**config.mk**
```make
export PLATFORM = sky130hd
export DESIGN_NAME = serial_adder_ctrl
export DESIGN_NICKNAME = d
export VERILOG_FILES = /design/src/rtl/serial_adder_ctrl.sv
export SDC_FILE = /design/constraint.sdc
export NUM_CORES = 1
export LEC_CHECK = 0
export BUFFER_PORTS_ARGS = -buffer_cell sky130_fd_sc_hd__buf_2
export CAP_MARGIN = 20
export CORE_UTILIZATION = 47
export CTS_CLUSTER_SIZE = 10
export DETAILED_ROUTE_END_ITERATION = 7
export PLACE_DENSITY = 0.76
export SLEW_MARGIN = 15
export SYNTH_ARGS = -nofsm -noshare
export SYNTH_HDL_FRONTEND = slang
export SYNTH_SLANG_ARGS = --single-unit
```
**constraint.sdc**
```tcl
create_clock -name clk -period 1.22 [get_ports clk]
set_input_delay 0.183 -clock clk [delete_from_list [all_inputs] [get_ports clk]]
set_output_delay 0.183 -clock clk [all_outputs]
set_load 0.02 [all_outputs]
```
**src/rtl/serial_adder_ctrl.sv**
```systemverilog
// Bit-serial adder controller: one full-adder cell walks two WIDTH-bit operands LSB first.
// Optional subtract mode (sub port, b inverted, carry-in forced to 1) under SERIAL_ADDER_SUB_EN.
module serial_adder_ctrl #(
    parameter int unsigned WIDTH = 8
) (
    input  logic             clk,
    input  logic             reset,
    input  logic             start,
    input  logic [WIDTH-1:0] a,
    input  logic [WIDTH-1:0] b,
    input  logic             cin,
`ifdef SERIAL_ADDER_SUB_EN
    input  logic             sub,
`endif
    output logic             busy,
    output logic             done,
    output logic [WIDTH-1:0] sum,
    output logic             cout
);

    localparam int unsigned CntW = (WIDTH > 1) ? $clog2(WIDTH) : 1;

    typedef enum logic [1:0] {StIdle, StRun, StDone} state_e;

    state_e            state_q, state_d;
    logic [WIDTH-1:0]  a_q, a_d;
    logic [WIDTH-1:0]  b_q, b_d;
    logic [WIDTH-1:0]  sum_q, sum_d;
    logic [CntW-1:0]   cnt_q, cnt_d;
    logic              carry_q, carry_d;
    logic              cout_q, cout_d;
    logic              busy_q, busy_d;
    logic              done_q, done_d;

    logic [WIDTH-1:0]  b_load;
    logic              cin_load;
    logic              fa_sum, fa_carry;

`ifdef SERIAL_ADDER_SUB_EN
    // Two's-complement subtract: a + ~b + 1; cout=1 means no borrow.
    assign b_load   = sub ? ~b : b;
    assign cin_load = sub ? 1'b1 : cin;
`else
    assign b_load   = b;
    assign cin_load = cin;
`endif

    assign fa_sum   = a_q[0] ^ b_q[0] ^ carry_q;
    assign fa_carry = (a_q[0] & b_q[0]) | (carry_q & (a_q[0] ^ b_q[0]));

    always_comb begin
        state_d = state_q;
        a_d     = a_q;
        b_d     = b_q;
        sum_d   = sum_q;
        cnt_d   = cnt_q;
        carry_d = carry_q;
        cout_d  = cout_q;
        unique case (state_q)
            StIdle: begin
                if (start) begin
                    a_d     = a;
                    b_d     = b_load;
                    carry_d = cin_load;
                    cnt_d   = '0;
                    sum_d   = '0;
                    cout_d  = 1'b0;
                    state_d = StRun;
                end
            end
            StRun: begin
                sum_d   = {fa_sum, sum_q[WIDTH-1:1]};
                a_d     = {1'b0, a_q[WIDTH-1:1]};
                b_d     = {1'b0, b_q[WIDTH-1:1]};
                carry_d = fa_carry;
                cnt_d   = cnt_q + CntW'(1);
                if (cnt_q == CntW'(WIDTH - 1)) begin
                    cout_d  = fa_carry;
                    state_d = StDone;
                end
            end
            StDone: begin
                state_d = StIdle;
            end
            default: begin
                state_d = StIdle;
            end
        endcase
        busy_d = (state_d == StRun);
        done_d = (state_d == StDone);
    end

    always_ff @(posedge clk) begin
        if (reset) begin
            state_q <= StIdle;
            a_q     <= '0;
            b_q     <= '0;
            sum_q   <= '0;
            cnt_q   <= '0;
            carry_q <= 1'b0;
            cout_q  <= 1'b0;
            busy_q  <= 1'b0;
            done_q  <= 1'b0;
        end else begin
            state_q <= state_d;
            a_q     <= a_d;
            b_q     <= b_d;
            sum_q   <= sum_d;
            cnt_q   <= cnt_d;
            carry_q <= carry_d;
            cout_q  <= cout_d;
            busy_q  <= busy_d;
            done_q  <= done_d;
        end
    end

    assign busy = busy_q;
    assign done = done_q;
    assign sum  = sum_q;
    assign cout = cout_q;

endmodule

```
Yosys cells after proc, flatten, opt, wreduce, memory -nomap -nowiden

Index checks and enable logic that the tools add are counted.

Flip-flop bits (word level): 33
Output and inout port bits: 11
Input bits: 20
Word-level logic and storage cells: 41

Multiplexer cells: 16
Bitwise logic cells: 5
Reduce and logical (&&, ||, !) cells: 4
Add/sub/neg operators: 1
Eq/ne operators: 6

Operators by type and width:

| kind                                                             | number |
|---|---|
| 8-bit case mux with 2 select lines                               | 3 |
| 8-bit 2-to-1 mux                                                 | 3 |
| 3-bit case mux with 2 select lines                               | 1 |
| 2-bit by 1-bit == test with 1-bit output (second input constant) | 2 |
| 2-bit 2-to-1 mux                                                 | 2 |
| 2-bit != test (second input constant)                            | 2 |
| 1-bit case mux with 2 select lines                               | 2 |
| 2-bit case mux with 2 select lines                               | 1 |
| 3-bit by 1-bit adder with 3-bit output (second input constant)   | 1 |
| 3-bit == test (second input constant)                            | 1 |
| 1-bit 2-to-1 mux                                                 | 3 |
| 3-bit 2-to-1 mux                                                 | 1 |
| 3-bit AND reduction                                              | 1 |
| 1-bit bitwise AND                                                | 2 |
| 2-bit == test (second input constant)                            | 1 |
| 2-bit logical NOT                                                | 1 |
| 2-bit AND reduction                                              | 1 |
| 2-bit nonzero test                                               | 1 |
| 1-bit XOR                                                        | 2 |
| 1-bit OR                                                         | 1 |

Logic depth before layout (Yosys ltp)

Gate-level depths: netlist of the first run.

Word-level depth: 5
Depth in mapped cells: 5

Worst setup path after synthesis of the first run

No wires, ideal clock.

Path type: reg-to-reg
Start: reg state_q[0]
End: reg carry_q
Buffers on the path: 1
Library setup time: 135 ps
Slack: 23 ps
Cell stages (with the launch flop): 5
Clock period less this slack: 1,197 ps
Data arrival time: 1,062 ps
Cell sequence: dfxtp_1 > buf_2 > or3b_2 > a21oi_1 > a211oi_1

Cells in the longest elaborated chain, start to end: 3
Elaborated cells between the ends (all ways): 6

RTL lines:

| element                                                                              | RTL line | source |
|---|---|---|
| start: declaration                                                                   | 25       | `state_e state_q, state_d;` |
| start signal: assignment                                                             | 95       | `state_q <= StIdle;` |
| start signal: assignment                                                             | 105      | `state_q <= state_d;` |
| 2-bit by 1-bit == test with 1-bit output / 2-bit logical NOT (equally long branches) | 59       | `unique case (state_q)` |
| 2-bit nonzero test (no line) / 2-bit != test (equally long branches)                 | --       |  |
| 2-bit AND reduction (no line)                                                        | --       |  |
| end signal: assignment                                                               | 110      | `carry_q <= carry_d;` |
| end: declaration                                                                     | 30       | `logic carry_q, carry_d;` |

Parallel ways exist; a longest one is shown, timed or not.
A chain may end at the register's enable or synchronous reset.

Worst setup path after layout of the first run

Start: reg carry_q
End: reg sum_q[7] (netlist: sum[7])

Cells in the longest elaborated chain, start to end: 2

RTL lines:

| element                            | RTL line | source |
|---|---|---|
| 1-bit XOR                          | 48       | `assign fa_sum = a_q[0] ^ b_q[0] ^ carry_q;` |
| 8-bit case mux with 2 select lines | 59       |  |
| end signal: assignment             | 108      | `sum_q <= sum_d;` |
| end: declaration                   | 28       | `logic [WIDTH-1:0] sum_q, sum_d;` |

Every way passes these cells.

==> summary.txt, run 1 <==
CTS
  • CTS root buf: clkbuf_4
  • Hold_buf cts: 0
  • Htree depth: 2
  • Clock latency on the worst-skew pair: 330 ps
  • Max clock buf depth: 2
  • Worst-path clk slew: 100 ps
  • CTS Buf Count: 5
  • Clock sink count: 33
  • TritonCTS clock tree: built

Place
  • Detailed placement HPWL: 1819 um
  • Area of placed instances: 1555 um2
  • Placed insts: 193
  • PortBufs: 30
  • Pre-CTS setup slack: -33.49 ps
  • GPL Wtd Cong: 0.7365

Synth
  • Most area-consuming cells after synthesis: dfxtp_1, mux2i_1, a211oi_1, nor2_1, a22oi_1
  • Syn_nets: roughly 160
  • FF+latch count, synth: 33
  • Synthesized area per cell: 9.865 um2
  • Synthesized area: 1361 um2
  • Cells after synthesis: 138
  • Top-area cell type share of the netlist area: 48.53%
  • Seq/Total Area, Yosys: 48.53%
  • Distinct cell type count after synthesis: 24
  • Yosys warning count: 0
  • Yosys top cell by area: dfxtp_1

Layout
  • Sequential Area: about 670 um2
  • Core Util, Final: 60.03%
  • Nets: between 150 and 200
  • Area delta synth->final: 21.60%
  • Multi-input gate area: between 600 and 700 um2
  • Non-Filler Instances: 202
  • Most frequent cells in the layout: buf_2, nor2_1, dfxtp_1
  • N_diodes: 0
  • Fraction of final layout cells sized beyond drive strength 1: 37.43%
  • Finished Cell Area: 1655 um2
  • Commonest non-fill, non-tap cell in the layout: buf_2
  • Fillers: 247

Floorplan
  • Initial Util: 49.36%
  • Row cnt: 19
  • Io pins: 31
  • DIE AREA: 3116 um2
  • Die height: 55.82 um
  • Area of the core: 2758 um2
  • Die W: between 50 and 60 um

Global route
  • First-pass GRT wire length: approximately 4500 um
  • Largest net degree at the start of global routing: 34
  • Antenna violations before repair: 0
  • Vias in the first global route: between 1,000 and 1,500
  • All-Layer GR Usage: 18.53%
  • Total global routing overflow: 0

STA
  • Relative max-transition margin: 83.12%
  • Clk_skew: about 7.7 ps
  • Fin crit share: between 90% and 100%
  • Hold Worst Slack: 83.41 ps
  • Final setup violation count: 0
  • Max Fclk: 828.2 MHz
  • Final worst slack: 12.56 ps
  • Minimum clock period: roughly 1200 ps
  • Setup TNS: 0 ps
  • Slew Limit Fails: 0
  • Slew @ Worst Pin: 252.7 ps
  • RSZ-0062 raised after global routing: true
  • Hold Vio Cnt, Final: 0

Setup path
  • CP endpoint kind: flip-flop
  • CP top delay family: adder cells
  • Critical Path Max Stage Delay: 560 ps
  • Critical Path, Cell by Cell: inv_2, fa_2, a2bb2oi_2, nor2_1
  • WP buf/inv: 1
  • Worst Setup Path Type: flip-flop to flip-flop
  • Critical path data arrival time: between 1000 and 1500 ps
  • Startpoint types: flip-flop
  • CP max-delay cell: fa_2
  • Crit path required time: ~1500 ps
  • Critical Path Fanout Max: 2

Power and ir drop
  • Leak: just over 0.7 nW
  • Pwr dens: 1237 nW/um2
  • Seq pwr share: 57.2%
  • Net switching power: between 0.5 and 0.6 mW
  • Clock power share: 28.6%
  • Internal: 1.499 mW
  • Switch share: between 20% and 30%
  • Logic gate share of total power: ~14%
  • Peak supply drop: ~1.1 mV
  • Power Total: 2.048 mW

Routing
  • # DRC: 0
  • Post-route ant nets: 0
  • Via count: around 1,100
  • Pre-Repair DR Iteration Count: 6
  • Routed WL: 2595 um
  • Avg WL per Cell: 12.85 um
  • Starting DRC count in detailed routing: 40
  • Number of vias per cell: 5.426

Status
  • Status: finished, final reports clean

Run
  • Number of maximum-capacitance violations: 0

Min path
  • Worst Hold Class: input port to flip-flop
[layout make-up]
cell class / count / area share, %
clock buffers: 5 / 2.268
clock inverters: 3 / 1.058
inverters: 4 / 0.9070
multi-input cells: 89 / 38.47
flip-flops and latches: 33 / 40.44
well taps: 31 / 2.343
repair buffers: 37 / 14.51
[cells in the mapped netlist]
cell       number
and2b_2         1
nor3b_1         1
a22oi_1        11
nand2_1         2
ha_1            2
buf_6           1
buf_2           4
a211oi_1       15
clkbuf_1        5
or3b_2          1
inv_1           4
dfxtp_1        33
o21bai_1        1
a21oi_1         2
nand2b_1        2
nor2b_1         1
nor3_1          4
buf_12          1
mux2i_1        16
a2bb2oi_1       1
nor2_1         27
buf_4           1
fa_1            1
a32oi_1         1
[routing by layer]
layer	global-route usage [%]	wire, um
met5	0	0
met3	5.349	157
met1	22.37	1131
met2	29.60	1273
met4	10.45	33
[timing repair]
action,4_1_cts,5_1_grt
gates resized for setup,8,9
buffers inserted,1,0
endpoints found under the setup margin,3,24
pin swaps,2,4
[cell families after synthesis]
family	count (synthesis)	synth area share, %
DFF	33	48.53
AOI/OAI and AO/OA	31	16.91
buffers and inverters	16	6.802
and+or+nand+nor	39	12.68
muxes	16	11.76
adders and majority gates	3	3.309
[path summary, 6_finish.rpt]
check / start / endpoint / slack [ps] / cells after the start
worst min-delay path: b[7] / b_q[7]$_SDFFE_PP0P_ / 80 / 3
worst max register to register: carry_q$_SDFFE_PP0P_ / sum[7]$_SDFFE_PP0P_ / 10 / 4
worst min register to register: state_q[1]$_SDFF_PP0_ / state_q[0]$_SDFF_PP0_ / 480 / 1
worst max-delay path: carry_q$_SDFFE_PP0P_ / sum[7]$_SDFFE_PP0P_ / 10 / 4
[flip-flops by register name, indices dropped and copies added, names as in the netlist]
register,count
busy,1
cout,1
done,1
a_q,8
sum,8
cnt_q,3
state_q,2
b_q,8
carry_q,1
[worst reg2reg max path: cells and delay by family (launching register included)]
family | cells | cell delay, ps
buffers and inverters | 1 | 40
adder cells (fa/ha/maj) | 1 | 560
AND/OR/NAND/NOR | 1 | 50
AO/OA/AOI/OAI | 1 | 120
flip-flops | 1 | 330
[power groups by stage]
| stage | logic (mW) | clock network (mW) | registers, mW |
|---|---|---|---|
| final | 0.292 | 0.585 | 1.17 |
| after global routing | 0.323 | 0.667 | 1.18 |
| after CTS | 0.281 | 0.614 | 1.17 |
| after detailed placement | 0.273 | 0 | 1.19 |
| after global placement | 0.263 | 0 | 1.19 |
| after floorplan | 0.191 | 0 | 1.19 |
Note: power is estimated with default switching activity, not from simulation.
==> run 2, diff against run 1 <==
Settings changed: CORE_UTILIZATION 47 to 56, CTS_CLUSTER_DIAMETER from default to 30, PLACE_DENSITY 0.76 to 0.84, SETUP_SLACK_MARGIN from default to 0.15.
Clock period 1.22 ns to 1.4 ns, I/O delays scaled along.
==> summary.txt, run 2 (synthesized netlist as in run 1, its figures left out) <==
Layout
  • Finished Cell Area: 1645 um2 (was 1655 um2)
  • Most frequent cells in the layout: buf_2, nor2_1, dfxtp_1 (unchanged)
  • Fraction of final layout cells sized beyond drive strength 1: 35.12% (was 37.43%)
  • Core Util, Final: 72.97% (was 60.03%)
  • N_diodes: 0 (unchanged)
  • Commonest non-fill, non-tap cell in the layout: buf_2 (unchanged)
  • Area delta synth->final: 20.86% (was 21.60%)
  • Nets: 191 (was 193)

CTS
  • TritonCTS clock tree: built (unchanged)
  • Max clock buf depth: 2 (unchanged)
  • Worst-path clk slew: 90 ps (was 100 ps)
  • CTS Buf Count: 5 (unchanged)
  • Clock latency on the worst-skew pair: 330 ps (about the same)
  • CTS root buf: clkbuf_4 (unchanged)
  • Htree depth: 2 (unchanged)
  • Clock sink count: 33 (unchanged)

STA
  • Relative max-transition margin: 60.22% (was 83.12%)
  • Clk_skew: 6.517 ps (was 7.698 ps)
  • Hold Vio Cnt, Final: 0 (unchanged)
  • Minimum clock period: 1239 ps (was 1207 ps)
  • Hold Worst Slack: 115.7 ps (was 83.41 ps)
  • Slew Limit Fails: 0 (unchanged)
  • RSZ-0062 raised after global routing: true (unchanged)
  • Setup TNS: 0 ps (unchanged)
  • Fin crit share: 88.50% (was 98.97%)
  • Final setup violation count: 0 (unchanged)
  • Max Fclk: 807.1 MHz (was 828.2 MHz)
  • Slew @ Worst Pin: 596.7 ps (was 252.7 ps)

Floorplan
  • Die height: 51.31 um (was 55.82 um)
  • Die W: 51.31 um (was 55.82 um)
  • Initial Util: 60.38% (was 49.36%)
  • Io pins: 31 (unchanged)
  • Row cnt: 17 (was 19)
  • DIE AREA: 2632 um2 (was 3116 um2)
  • Area of the core: 2255 um2 (was 2758 um2)

Setup path
  • Critical path data arrival time: 1440 ps (about the same)
  • Crit path required time: 1600 ps (was 1450 ps)
  • WP buf/inv: 1 (unchanged)
  • Worst Setup Path Type: flip-flop to flip-flop (unchanged)
  • Startpoint types: flip-flop (unchanged)
  • Critical Path, Cell by Cell: inv_2, fa_2, a2bb2oi_2, nor2_1 (unchanged)
  • Critical Path Fanout Max: 2 (unchanged)
  • CP max-delay cell: fa_2 (unchanged)
  • CP top delay family: adder cells (unchanged)
  • Critical Path Max Stage Delay: 560 ps (about the same)
  • CP endpoint kind: flip-flop (unchanged)

Routing
  • Starting DRC count in detailed routing: 14 (was 40)
  • Pre-Repair DR Iteration Count: 4 (was 6)
  • Number of vias per cell: 5.582 (was 5.426)
  • # DRC: 0 (unchanged)
  • Avg WL per Cell: 13.66 um (was 12.85 um)
  • Post-route ant nets: 0 (unchanged)
  • Routed WL: 2678 um (was 2595 um)
  • Via count: 1,094 (was 1,096)

Place
  • PortBufs: 30 (unchanged)
  • Area of placed instances: 1524 um2 (was 1555 um2)
  • Detailed placement HPWL: 1783 um (was 1819 um)
  • GPL Wtd Cong: 0.6882 (was 0.7365)

Power and ir drop
  • Power Total: 1.800 mW (was 2.048 mW)
  • Pwr dens: 1094 nW/um2 (was 1237 nW/um2)
  • Peak supply drop: 1.043 mV (was 1.124 mV)
  • Leak: 0.7138 nW (was 0.7279 nW)

Global route
  • Total global routing overflow: 0 (unchanged)
  • Vias in the first global route: 1,091 (was 1,043)
  • Antenna violations before repair: 0 (unchanged)
  • First-pass GRT wire length: 4374 um (was 4485 um)
  • All-Layer GR Usage: 23.18% (was 18.53%)
  • Largest net degree at the start of global routing: 34 (unchanged)

Run
  • Number of maximum-capacitance violations: 0 (unchanged)

Status
  • Status: finished, final reports clean (unchanged)

Min path
  • Worst Hold Class: input port to flip-flop (unchanged)
-- run 2: changes by cell type in the layout (fill, tap and decap cells not counted), sizes merged --
cell and change:
clkinvlp -1, buf -2, clkinv -2, clkbuf +2
-- run 2: area by class of cell --
class / instances / area [um2]
well taps: 28 / 35.03
repair buffers: 35 / 212.7
flip-flops and latches: 33 / 670.6
inverters: 4 / 15.01
fillers: 187 / 609.3
multi-input cells: 89 / 656.9
clock buffers: 7 / 55.05
-- run 2: path summary, 6_finish.rpt --
kind	start	depth (start not counted)	endpoint	slack [ps]
min	a[7]	3	a_q[7]$_SDFFE_PP0P_	120
min reg2reg	state_q[1]$_SDFF_PP0_	1	state_q[0]$_SDFF_PP0_	470
max	a_q[0]$_SDFFE_PP0P_	4	sum[7]$_SDFFE_PP0P_	160
max reg2reg	a_q[0]$_SDFFE_PP0P_	4	sum[7]$_SDFFE_PP0P_	160
-- run 2: routing by layer --
| layer | track usage, % | vias up | part of all wire (%) |
|---|---|---|---|
| met3 | 8.036 | 6 | 5.1 |
| met5 | 0 | - | 0 |
| li1 | - | 550 | - |
| met1 | 24.25 | 510 | 44 |
| met4 | 11.26 | 0 | 1.7 |
| met2 | 41.01 | 28 | 49 |
-- run 2: through the flow --
stage               setup WS (ps)  cells
floorplan                   203.3    138
global placement            187.8    188
detailed placement          120.2    188
CTS                         147.2    196
global route                117.2    196
finish                      161.0    196
-- run 2: power breakdown --
| group | leakage [nW] | switching, mW | internal [mW] | total, mW |
|---|---|---|---|---|
| registers | 0.273 | 0.0326 | 0.989 | 1.02 |
| logic | 0.409 | 0.131 | 0.121 | 0.252 |
| clock network | 0.0314 | 0.290 | 0.237 | 0.526 |
-- run 2: what timing repair did --
item,4_1_cts,5_1_grt
setup buffers,1,0
pin swaps,2,4
resized for setup,7,12
endpoints found under the setup margin,4,11
hold buffers,0,0
-- run 2: worst reg2reg max path: stages (launching register included) --
cell and delay, ps:
dfxtp_2 340, inv_2 40, fa_2 560, a2bb2oi_2 130, nor2_1 50
